===== src/rtl/spi_cmd_pkg.sv =====
// Shared opcodes, header field positions and FSM encoding for the SPI command sequencer.
package spi_cmd_pkg;

  localparam int unsigned WORD_W     = 32;
  localparam int unsigned OP_W       = 4;
  localparam int unsigned HDR_ADDR_W = 12;
  localparam int unsigned HDR_LEN_W  = 16;
  localparam int unsigned FCNT_W     = 16;

  localparam int unsigned HDR_OP_MSB   = 31;
  localparam int unsigned HDR_OP_LSB   = 28;
  localparam int unsigned HDR_ADDR_MSB = 27;
  localparam int unsigned HDR_ADDR_LSB = 16;
  localparam int unsigned HDR_LEN_MSB  = 15;
  localparam int unsigned HDR_LEN_LSB  = 0;

  localparam logic [OP_W-1:0] OP_NOP       = 4'h0;
  localparam logic [OP_W-1:0] OP_REG_WR    = 4'h1;
  localparam logic [OP_W-1:0] OP_MEM_BURST = 4'h2;
  localparam logic [OP_W-1:0] OP_TRIG      = 4'h3;

  typedef enum logic {
    S_HDR  = 1'b0,
    S_DATA = 1'b1
  } state_t;

endpackage


===== src/rtl/cmd_watchdog.sv =====
// Idle-cycle counter that fires a single-cycle expire when TIMEOUT-1 is reached while enabled.
module cmd_watchdog #(
  parameter int unsigned TIMEOUT = 1024
) (
  input  logic synth_clk,
  input  logic rst_n,
  input  logic clr,
  input  logic en,
  output logic expire_c
);

  localparam int unsigned CNT_W = $clog2(TIMEOUT);
  localparam logic [CNT_W-1:0] CNT_LAST = CNT_W'(TIMEOUT - 1);

  logic [CNT_W-1:0] cnt_q;

  assign expire_c = en && (cnt_q == CNT_LAST);

  // Count enabled cycles; restart on clear or after firing.
  always_ff @(posedge synth_clk or negedge rst_n) begin
    if (!rst_n) begin
      cnt_q <= '0;
    end else if (clr || expire_c) begin
      cnt_q <= '0;
    end else if (en) begin
      cnt_q <= cnt_q + CNT_W'(1);
    end
  end

endmodule


===== src/rtl/spi_cmd_sequencer.sv =====
// Drains command frames from the SPI FIFO and dispatches register, memory and trigger actions.
module spi_cmd_sequencer
  import spi_cmd_pkg::*;
#(
  parameter int unsigned MEM_AW  = 12,
  parameter int unsigned REG_AW  = 8,
  parameter int unsigned TIMEOUT = 1024
) (
  input  logic                synth_clk,
  input  logic                rst_n,
  input  logic                fifo_empty,
  input  logic                fifo_valid,
  input  logic [WORD_W-1:0]   fifo_data,
  output logic                fifo_rd,
  input  logic                spi_busy,
  output logic                reg_we,
  output logic [REG_AW-1:0]   reg_addr,
  output logic [WORD_W-1:0]   reg_wdata,
  output logic                mem_we,
  input  logic                mem_ready,
  output logic [MEM_AW-1:0]   mem_addr,
  output logic [WORD_W-1:0]   mem_wdata,
  output logic                trig,
  output logic                err_badop,
  output logic                err_timeout,
  output logic [FCNT_W-1:0]   frame_cnt,
  output logic                in_frame
);

  state_t                 state_q, state_d;
  logic [HDR_LEN_W-1:0]   rem_q, rem_d;
  logic                   is_mem_q, is_mem_d;
  logic [MEM_AW-1:0]      waddr_q, waddr_d;
  logic [REG_AW-1:0]      raddr_q, raddr_d;
  logic                   rd_pend_q, rd_pend_d;

  logic                   reg_we_d, mem_we_d, trig_d, err_badop_d, err_timeout_d, in_frame_d;
  logic [REG_AW-1:0]      reg_addr_d;
  logic [WORD_W-1:0]      reg_wdata_d, mem_wdata_d;
  logic [MEM_AW-1:0]      mem_addr_d;
  logic [FCNT_W-1:0]      frame_cnt_d;

  logic [OP_W-1:0]        hdr_op_c;
  logic [HDR_ADDR_W-1:0]  hdr_addr_c;
  logic [HDR_LEN_W-1:0]   hdr_len_c;
  logic                   stall_c, decode_c, frame_done_c;
  logic                   wd_clr_c, wd_en_c, wd_expire_c;
  logic                   unused_spi_busy;

  // CS activity is status only; sequencing is driven purely by FIFO contents.
  assign unused_spi_busy = spi_busy;

  assign hdr_op_c   = fifo_data[HDR_OP_MSB:HDR_OP_LSB];
  assign hdr_addr_c = fifo_data[HDR_ADDR_MSB:HDR_ADDR_LSB];
  assign hdr_len_c  = fifo_data[HDR_LEN_MSB:HDR_LEN_LSB];

  assign stall_c  = mem_we && !mem_ready;
  assign decode_c = (state_q == S_HDR) && fifo_valid;

  // One read in flight at most; never read into a stalled memory write.
  assign fifo_rd = rst_n && !fifo_empty && !rd_pend_q && !stall_c && !decode_c;

  assign wd_en_c  = (state_q == S_DATA) && !fifo_valid && !stall_c;
  assign wd_clr_c = (state_q != S_DATA) || fifo_valid || stall_c;

  cmd_watchdog #(
    .TIMEOUT (TIMEOUT)
  ) u_watchdog (
    .synth_clk (synth_clk),
    .rst_n     (rst_n),
    .clr       (wd_clr_c),
    .en        (wd_en_c),
    .expire_c  (wd_expire_c)
  );

  // Next-state, frame parsing and next values of every registered output.
  always_comb begin
    state_d       = state_q;
    rem_d         = rem_q;
    is_mem_d      = is_mem_q;
    waddr_d       = waddr_q;
    raddr_d       = raddr_q;
    rd_pend_d     = rd_pend_q;
    reg_we_d      = 1'b0;
    reg_addr_d    = reg_addr;
    reg_wdata_d   = reg_wdata;
    mem_we_d      = stall_c;
    mem_addr_d    = mem_addr;
    mem_wdata_d   = mem_wdata;
    trig_d        = 1'b0;
    err_badop_d   = 1'b0;
    err_timeout_d = 1'b0;
    frame_done_c  = 1'b0;

    if (fifo_valid) rd_pend_d = 1'b0;
    if (fifo_rd)    rd_pend_d = 1'b1;

    case (state_q)
      S_HDR: begin
        if (fifo_valid) begin
          case (hdr_op_c)
            OP_NOP: frame_done_c = 1'b1;
            OP_REG_WR: begin
              state_d  = S_DATA;
              rem_d    = HDR_LEN_W'(1);
              is_mem_d = 1'b0;
              raddr_d  = REG_AW'(hdr_addr_c);
            end
            OP_MEM_BURST: begin
              if (hdr_len_c == '0) begin
                frame_done_c = 1'b1;
              end else begin
                state_d  = S_DATA;
                rem_d    = hdr_len_c;
                is_mem_d = 1'b1;
                waddr_d  = MEM_AW'(hdr_addr_c);
              end
            end
            OP_TRIG: begin
              trig_d       = 1'b1;
              frame_done_c = 1'b1;
            end
            default: begin
              err_badop_d  = 1'b1;
              frame_done_c = 1'b1;
            end
          endcase
        end
      end
      S_DATA: begin
        // A payload word arriving on the expiry cycle takes priority over the abort.
        if (fifo_valid) begin
          if (is_mem_q) begin
            mem_we_d    = 1'b1;
            mem_addr_d  = waddr_q;
            mem_wdata_d = fifo_data;
            waddr_d     = waddr_q + MEM_AW'(1);
          end else begin
            reg_we_d    = 1'b1;
            reg_addr_d  = raddr_q;
            reg_wdata_d = fifo_data;
          end
          rem_d = rem_q - HDR_LEN_W'(1);
          if (rem_q == HDR_LEN_W'(1)) begin
            state_d      = S_HDR;
            frame_done_c = 1'b1;
          end
        end else if (wd_expire_c) begin
          err_timeout_d = 1'b1;
          state_d       = S_HDR;
          rem_d         = '0;
        end
      end
      default: state_d = S_HDR;
    endcase

    frame_cnt_d = frame_done_c ? frame_cnt + FCNT_W'(1) : frame_cnt;
    in_frame_d  = (state_d == S_DATA);
  end

  // State and registered output stage.
  always_ff @(posedge synth_clk or negedge rst_n) begin
    if (!rst_n) begin
      state_q     <= S_HDR;
      rem_q       <= '0;
      is_mem_q    <= 1'b0;
      waddr_q     <= '0;
      raddr_q     <= '0;
      rd_pend_q   <= 1'b0;
      reg_we      <= 1'b0;
      reg_addr    <= '0;
      reg_wdata   <= '0;
      mem_we      <= 1'b0;
      mem_addr    <= '0;
      mem_wdata   <= '0;
      trig        <= 1'b0;
      err_badop   <= 1'b0;
      err_timeout <= 1'b0;
      frame_cnt   <= '0;
      in_frame    <= 1'b0;
    end else begin
      state_q     <= state_d;
      rem_q       <= rem_d;
      is_mem_q    <= is_mem_d;
      waddr_q     <= waddr_d;
      raddr_q     <= raddr_d;
      rd_pend_q   <= rd_pend_d;
      reg_we      <= reg_we_d;
      reg_addr    <= reg_addr_d;
      reg_wdata   <= reg_wdata_d;
      mem_we      <= mem_we_d;
      mem_addr    <= mem_addr_d;
      mem_wdata   <= mem_wdata_d;
      trig        <= trig_d;
      err_badop   <= err_badop_d;
      err_timeout <= err_timeout_d;
      frame_cnt   <= frame_cnt_d;
      in_frame    <= in_frame_d;
    end
  end

endmodule

===== config.mk =====
export PLATFORM = sky130hd
export DESIGN_NAME = spi_cmd_sequencer
export DESIGN_NICKNAME = d
export VERILOG_FILES = /design/src/rtl/spi_cmd_pkg.sv /design/src/rtl/cmd_watchdog.sv /design/src/rtl/spi_cmd_sequencer.sv
export SDC_FILE = /design/constraint.sdc
export NUM_CORES = 1
export LEC_CHECK = 0
export BUFFER_PORTS_ARGS = -buffer_cell sky130_fd_sc_hd__buf_2
export CORE_AREA = 4 4 117 119
export CTS_CLUSTER_SIZE = 30
export DETAILED_ROUTE_END_ITERATION = 16
export DIE_AREA = 0 0 121 123
export PLACE_DENSITY = 0.78
export SLEW_MARGIN = 20
export SYNTH_ARGS = -nofsm -noshare
export SYNTH_HDL_FRONTEND = slang
export SYNTH_SLANG_ARGS = --single-unit

===== constraint.sdc =====
create_clock -name synth_clk -period 2.29 [get_ports synth_clk]
set_clock_uncertainty 0.2 [all_clocks]
set_input_delay 0.3435 -clock synth_clk [delete_from_list [all_inputs] [get_ports synth_clk]]
set_output_delay 0.3435 -clock synth_clk [all_outputs]
set_load 0.01 [all_outputs]

After elaboration in Yosys (flattened, before gate mapping)
Index checks and enable logic that the tools add are counted.
{"block": "totals", "n_memories": 0, "mem_bits_rw": 0, "latchBits": 0, "mem_bits_ro": 0, "regBits": 154}
{"block": "classes", "mux": 46, "eq_ne": 14, "shifts": 0, "n_reduce_logical": 30, "addsub": 4, "n_mul": 0, "n_div": 0, "bitwise_logic": 2, "order_cmp": 0}
{"operator": "$mux W16", "count": 4}
{"operator": "$pmux W16 S2", "count": 2}
{"operator": "$mux W12", "count": 5}
{"operator": "$mux W1", "count": 27}
{"operator": "$pmux W12 S2", "count": 1}
{"operator": "$mux W10", "count": 2}
{"operator": "$add A16 B1 Y16 const B", "count": 1}
{"operator": "$eq A16 B1 Y1 const B", "count": 1}
{"operator": "$logic_not A16 Y1", "count": 1}
{"operator": "$sub A16 B1 Y16 const B", "count": 1}
{"operator": "$add A12 B1 Y12 const B", "count": 1}
{"operator": "$add A10 B1 Y10 const B", "count": 1}
{"operator": "$eq A10 B10 Y1 const B", "count": 1}
{"operator": "$pmux W1 S2", "count": 5}
{"operator": "$logic_and A1 B1 Y1", "count": 9}
{"operator": "$reduce_and A3 Y1", "count": 3}
{"operator": "$eq A4 B2 Y1 const B", "count": 2}
{"operator": "$ne A2 B2 Y1 const B", "count": 4}
{"operator": "$reduce_and A4 Y1", "count": 2}
{"operator": "$logic_not A1 Y1", "count": 6}
{"operator": "$reduce_bool A2 Y1", "count": 3}
{"operator": "$reduce_and A5 Y1", "count": 1}
{"operator": "$eq A4 B1 Y1 const B", "count": 1}
{"operator": "$logic_not A4 Y1", "count": 1}
{"operator": "other kinds (7)", "count": 11}

Longest topological paths before layout
Gate-level depths: netlist of the first run.
{"block": "depth", "depth_word": 8, "ltp_mapped": 8, "mapped_depth_nobuf": 7}

Hierarchy
From an unflattened synthesis of the first run, not the netlist that was laid out.
{"block": "hier_totals", "hier_cells": 678, "hier_area_um2": 6706.4}
{"module": "spi_cmd_sequencer", "cells_each": 628, "area_each_um2": 6178.4, "n_inst": 1, "seq_area_each_um2": 3603.5}
{"module": "cmd_watchdog", "cells_each": 50, "area_each_um2": 528.0, "n_inst": 1, "seq_area_each_um2": 250.2}

Worst setup path before layout of the first run
OpenSTA, ideal clock, no wires.
{"block": "synth_timing", "path_type": "flip-flop to flip-flop", "from": "reg state_q", "to": "reg frame_cnt[3]", "slack_ns": 0.342, "t_arrival_ns": 1.621, "path_stages_with_launch": 6, "n_path_buf": 1, "setup_time_ns": 0.127, "path_cell_list": "dfrtp_1 -> buf_2 -> or2_2 -> o211ai_2 -> or3b_1 -> xnor2_1"}
{"block": "synth_between", "elab_chain_len": 2}
{"element": "from (decl)", "line_no": "spi_cmd_sequencer.sv:30", "source": "state_t state_q, state_d;"}
{"element": "from (signal assigned)", "line_no": "spi_cmd_sequencer.sv:182", "source": "state_q <= state_d;"}
{"element": "$not A1 Y1"}
{"element": "$pmux W1 S2 *", "line_no": "spi_cmd_sequencer.sv:98", "source": "case (state_q)"}
{"element": "to (signal assigned)", "line_no": "spi_cmd_sequencer.sv:197", "source": "frame_cnt <= frame_cnt_d;"}
{"element": "to (decl)", "line_no": "spi_cmd_sequencer.sv:26", "source": "output logic [FCNT_W-1:0] frame_cnt,"}
Every way passes the cells marked *; elsewhere a longest branch is shown, timed or not.
A chain may end at the register's enable or synchronous reset.

Worst setup path in the final report of the first run
{"block": "layout_timing", "from": "in fifo_data[10]", "to": "reg frame_cnt[3]"}
{"block": "layout_between", "elab_chain_len": 5}
{"element": "from (decl)", "line_no": "spi_cmd_sequencer.sv:13", "source": "input logic [WORD_W-1:0] fifo_data,"}
{"element": "$logic_not A16 Y1", "line_no": "spi_cmd_sequencer.sv:110", "source": "if (hdr_len_c == '0) begin"}
{"element": "$mux W1", "line_no": "spi_cmd_sequencer.sv:110"}
{"element": "$pmux W1 S2", "line_no": "spi_cmd_sequencer.sv:101", "source": "case (hdr_op_c)"}
{"element": "$mux W1", "line_no": "spi_cmd_sequencer.sv:100", "source": "if (fifo_valid) begin"}
{"element": "$pmux W1 S2", "line_no": "spi_cmd_sequencer.sv:98"}
Every way passes these cells.

==> flow_metrics.tcl, run 1 <==
set metrics [dict create \
    synth_seq_area_share_pct 56.3 \
    ys.flop_type "dfrtp_1" \
    synth_area_leaders "dfrtp_1 56%, nand2_1 12%, mux2_2 4.9%, xnor2_1 2.2%, nor2_1 2.0%" \
    tightest_slew_ns 0.826 \
    overflow 0 \
    crit_buf_inv 2 \
    failed_checks "negative setup slack" \
    antenna_left 0 \
    cp-start-kind "input port" \
    drive_above_1_share_pct 27.7 \
    nets 916 \
    drtIter0Drc 638 \
    fin_tns_setup_ns -0.000357 \
    crit_slowest_cell "dlygate4sd3_1" \
    grt_usage_pct 25.7 \
    fp.dieArea_um2 14900 \
    wl_um 18700 \
    synth_top_cell_by_area "dfrtp_1" \
    placed_cell_area_um2 7840 \
    critPathLaunch "fifo_data[10]" \
    htreeDepth 4 \
    fin_crit_ns 2.29 \
    crit_type "in -> reg" \
    r2r_start "u_watchdog.cnt_q[0]" \
    ys_async_sr_fraction_pct 100 \
    cts.clk_slew.worst_paths_ns 0.06 \
    path_max_fanout 4 \
    cts_tree "yes" \
    synth_edf_count 0 \
    crit_path_end_kind "flip-flop" \
    multi_input_area_um2 2850 \
    cts_sinks 154 \
    leakage_nw 4.46 \
    maxSlewHeadroom_pct 44.9 \
    final_max_slew_viol_count 0 \
    grt_pass1_vias 6099 \
    drcViolationCount 0 \
    synth_top_cell_area_share_pct 56.3 \
    worstPathCellList "dlygate4sd3_1, buf_2, nor4_4, nand4_1, o211ai_2, or3b_1, xnor2_1" \
    synth_cell_types 56 \
    synth_nets 738 \
    area_growth_pct 27.9 \
    antenna_found_initial 0 \
    setup_viol 1 \
    synth-seq-cells 154 \
    worstHoldPathType "in -> reg" \
    max_stage_delay_ns 0.53 \
    fillerInstances 951 \
    drv_cap 0 \
    insertion_delay_ns 0.43 \
    hold_violations 0 \
    irDropWorstVdd_uv 871 \
    syn_area_um2 6840 \
    grt_pass1_wl_um 30100 \
    cp.required_ns 2.39 \
    cp.arrival_ns 2.39 \
    die_h_um 123 \
    status "complete, but fails checks" \
    coreArea_um2 12600 \
    initial_utilization_pct 54.5 \
    place_congestion 0.901 \
    powerDensity_nw_per_um2 1340 \
    io_pins 145 \
    diodes 0 \
    final-seq-area_um2 3850 \
    die_w_um 121 \
    hpwl_um 12500 \
    grt_max_degree 155 \
    synth_area_per_cell_um2 9.85 \
    fin_crit_sh_pct 100 \
    vias 6053 \
    placementRows 41 \
    min_from "fifo_data[2]" \
    crit_family "simple AND/OR/NAND/NOR gates" \
    fin_util_pct 69.7 \
    root_buffer "clkbuf_16" \
    cts_buffers 17 \
    portBuffers 143 \
    post_drt_via_cell_ratio 5.73 \
    firstDrtPassIters 5 \
    setup_slack_ns -0.000357 \
    synthCells 695 \
    yosysWarningCount 0 \
    fmax_mhz 437 \
    dpl_worst_slack_ns 0.111 \
    wl_per_cell_um 17.7 \
    power_mw 11.7 \
    design_area_um2 8760 \
    clock_path_buffers 2 \
]
-- power breakdown --
part	total [mW]	switching [mW]	internal [mW]
Sequential	4.64	0.843	3.80
Combinational	4.11	2.33	1.78
Clock	2.97	1.06	1.90
-- area by class of cell --
cell class,count,share of cell area [%]
Clock buffer,24,5.50
Multi-Input combinational cell,499,32.5
Clock inverter,7,1.59
Inverter,11,0.472
Timing Repair Buffer,190,13.4
Tap cell,172,2.46
Sequential cell,154,44.0
-- what timing repair did --
| action | in CTS | in global routing |
|---|---|---|
| hold endpoints to repair | 186 | 0 |
| gates resized for setup | 1 | 9 |
| hold buffers | 25 | 0 |
| setup buffers | 1 | 0 |
| setup endpoints to repair | 1 | 35 |
| pin swaps | 0 | 5 |
-- tightest hold or removal path: stages --
cell	delay [ns]
buf_2	0.14
nand2_1	0.07
nand2_1	0.05
-- metrics by stage --
step,hold WS [ns],cells
final,0.0106,1057
after global routing,0.0131,1057
after CTS,0.00115,1059
after detailed placement,0.251,1002
after global placement,0.246,1002
after floorplan,-0.152,695
-- Yosys cell counts (3+ instances only) --
cell type	n
clkbuf_1	18
dfrtp_1	154
buf_2	7
ha_1	5
a22oi_1	5
mux2_2	30
o21ai_0	15
and4_1	3
xor2_1	6
a21oi_1	17
inv_1	11
or2_2	3
and3_1	14
nand2_1	219
o22ai_1	12
nor4_2	6
nor2_1	36
a211oi_1	3
or3_1	3
buf_1	3
mux2i_1	5
nor4b_1	3
nand3_1	22
xnor2_1	17
nand4_1	17
nand2b_1	5
nor3_1	18
o31ai_1	4
-- sequential cells by signal, indices dropped and copies added, names as in the netlist, 8 cells and up --
name	count
mem_wdata	32
reg_wdata	32
frame_cnt	16
rem_q	16
mem_addr	12
waddr_q	12
u_watchdog.cnt_q	10
raddr_q	8
reg_addr	8
-- logic make-up after synthesis --
family                   after synthesis  synth area share, %
AND/OR/NAND/NOR                      360                 24.2
flip-flops                           154                 56.3
AO/OA/AOI/OAI                         76                 7.31
buffers and inverters                 42                 2.67
multiplexers                          35                 5.67
XOR/XNOR                              23                 2.94
adder cells (fa/ha/maj)                5                0.914
-- cells in the final DEF, fill, tap and decap left out, drive strengths merged, types with 4 or more instances in the layout --
cell type      n
clkbuf        24
ha             5
dlygate4sd3   23
o22ai         12
o21ai         17
nand3         23
dfrtp        154
mux2          30
buf          165
nand4         17
mux2i          5
bufinv         4
xnor2         17
a22oi          5
o31ai          4
a21oi         17
nor2          37
and3          14
nor4           8
inv           11
xor2           6
nand2        219
nand2b         5
nor3          18
-- final timing paths --
check	cells after the start	to	slack, ns
worst max-delay path	7	frame_cnt[3]	-0.0004
worst min-delay path	3	mem_wdata[2]	0.01
worst max register to register	6	rem_q[14]	0.12
worst min register to register	2	reg_addr[7]	0.27
max in group asynchronous	3	state_q	0.83
min in group asynchronous	3	rd_pend_q	0.39
-- layer usage --
layer / track usage [%] / routed length (um)
met2: 41.9 / 9000
met3: 5.86 / 1370
met4: 11.3 / 578
met5: 0 / 0
met1: 33.1 / 7720
Power figures use the tool's default switching activity.
==> run 2, diff against run 1 <==
--- a/config.mk
+++ b/config.mk
@@ -6,12 +6,14 @@
 export NUM_CORES = 1
 export LEC_CHECK = 0
 export BUFFER_PORTS_ARGS = -buffer_cell sky130_fd_sc_hd__buf_2
-export CORE_AREA = 4 4 117 119
+export CELL_PAD_IN_SITES_DETAIL_PLACEMENT = 1
+export CELL_PAD_IN_SITES_GLOBAL_PLACEMENT = 2
+export CORE_AREA = 4 4 147 149
+export CTS_BUF_LIST = sky130_fd_sc_hd__clkbuf_16
 export CTS_CLUSTER_SIZE = 30
 export DETAILED_ROUTE_END_ITERATION = 16
-export DIE_AREA = 0 0 121 123
-export PLACE_DENSITY = 0.78
-export SLEW_MARGIN = 20
+export DIE_AREA = 0 0 151 153
+export PLACE_DENSITY = 0.79
 export SYNTH_ARGS = -nofsm -noshare
 export SYNTH_HDL_FRONTEND = slang
 export SYNTH_SLANG_ARGS = --single-unit
==> run 2 against run 1 <==
The run now ends clean; flip-flop and latch count stayed put; sequential power hardly changed; clock-buffer cell count is 7 lower; setup slack better by 0.10 ns; via count is 1.5% lower; final area is 2.7% higher; die area is 55% higher; utilization is 25 points lower; maximum frequency is 4.7% higher; critical path type is now reg -> out.
==> flow_metrics.tcl, run 2 (synthesis results as in run 1) <==
set metrics [dict create \
    status "finished, final reports clean" \
    dpl.cell_count 1124 \
    powerDensity_nw_per_um2 1310 \
    top_regs "mem_wdata (32), reg_wdata (32)" \
    r2r_slack_ns 0.15 \
    tightest_slew_ns 0.861 \
    cts_sinks 154 \
    path_max_fanout 4 \
    placed_cell_area_um2 8160 \
    io_pins 145 \
    crit_slowest_cell "dfrtp_1" \
    antenna_left 0 \
    setup_viol 0 \
    multi_input_area_um2 2860 \
    grt_max_degree 155 \
    critPathLaunch "mem_we" \
    fp.dieArea_um2 23100 \
    overflow 0 \
    crit_type "reg -> out" \
    layout_commonest_cell "nand2_1" \
    drv_cap 0 \
    portBuffers 143 \
    r2r_start "rem_q[1]" \
    power_mw 11.8 \
    initial_utilization_pct 33.9 \
    placementRows 52 \
    fin_util_pct 44.6 \
    hold_violations 0 \
    final_max_slew_viol_count 0 \
    place_congestion 0.864 \
    root_buffer "clkbuf_16" \
    path_depth 4 \
    design_area_um2 8990 \
    area_growth_pct 31.4 \
    fmax_mhz 457 \
    drive_above_1_share_pct 30.5 \
    irDropWorstVdd_uv 533 \
    rsz0062_at_grt "false" \
    insertion_delay_ns 0.43 \
    clock_path_buffers 2 \
    post_drt_via_cell_ratio 5.06 \
    final-seq-area_um2 3850 \
    final_cell_mix "218 x nand2_1, 153 x dfrtp_1, 142 x buf_2" \
    nets 938 \
    drtIter0Drc 314 \
    grt_pass1_wl_um 35600 \
    leakage_nw 4.53 \
    wl_um 21800 \
    cp.required_ns 1.75 \
    critPathCapture "fifo_rd" \
    crit_path_end_kind "output port" \
    fin_tns_setup_ns 0 \
    fillerInstances 2383 \
    fin_crit_sh_pct 95.6 \
    crit_family "simple AND/OR/NAND/NOR gates" \
    antenna_found_initial 0 \
    reg2reg_depth 7 \
    drcViolationCount 0 \
    grt_pass1_vias 6458 \
    die_w_um 151 \
    fin_crit_ns 2.19 \
    instances_no_fill 1179 \
    worstHoldPathType "in -> reg" \
    cts_tree "yes" \
    grt_usage_pct 19.5 \
    setup_slack_ns 0.102 \
    cp.arrival_ns 1.64 \
    dpl_worst_slack_ns -0.0332 \
    firstDrtPassIters 5 \
    wl_per_cell_um 18.5 \
    vias 5963 \
    maxSlewHeadroom_pct 42.6 \
    cp-start-kind "flip-flop" \
    r2r-end "frame_cnt[3]" \
    worstPathCellList "nand2b_1, nand2_1, nor4b_2, buf_2" \
    die_h_um 153 \
    crit_buf_inv 1 \
    whs_ns 0.0120 \
    cts.clk_slew.worst_paths_ns 0.07 \
    max_stage_delay_ns 0.39 \
    cts_buffers 17 \
    htreeDepth 4 \
    hpwl_um 15500 \
    coreArea_um2 20200 \
]
run 2: power by group:
| group | total, mW | internal, mW | switching (mW) |
|---|---|---|---|
| combinational | 4.38 | 1.90 | 2.48 |
| sequential | 4.61 | 3.79 | 0.814 |
| clock | 2.76 | 1.51 | 1.25 |
| total | 11.8 | 7.21 | 4.54 |
run 2: final cells by class:
cell class | instances | area share, %
repair buffers | 212 | 14.8
multi-input cells | 499 | 31.8
inverters | 11 | 0.459
diodes | 1 | 0.0278
flip-flops and latches | 154 | 42.9
clock buffers | 17 | 4.73
clock inverters | 15 | 1.54
well taps | 270 | 3.76
run 2: worst min-delay path by stage:
stage                       start             to  slack, ns  cells after the start
floorplan                   rst_n      err_badop      -0.15                      0
global placement       raddr_q[4]    reg_addr[4]       0.25                      2
detailed placement    mem_addr[3]    mem_addr[3]       0.26                      2
CTS                 fifo_data[18]  reg_wdata[18]     0.0001                      3
global route        fifo_data[18]  reg_wdata[18]      0.005                      3
finish              fifo_data[18]  reg_wdata[18]       0.01                      3
run 2: repair_timing:
action | 4_1_cts | 5_1_grt
setup endpoints to repair | 1 | 27
buffers inserted | 2 | 0
pin swaps | 0 | 1
hold endpoints to repair | 178 | 0
gates resized for setup | 2 | 8
hold buffers | 20 | 0
run 2: metal layers:
layer	track usage (%)	share of wire, %	vias to the layer above	routed length, um
met5	0	0	-	0
met4	6.30	1.8	0	396
met3	4.44	5.1	21	1120
met2	31.6	49	148	10600
met1	26.0	44	3024	9610
li1	-	-	2770	-
run 2: worst min-delay path, stage by stage:
cell and delay (ns):
buf_2 0.15, nand2_1 0.07, nand2_1 0.04
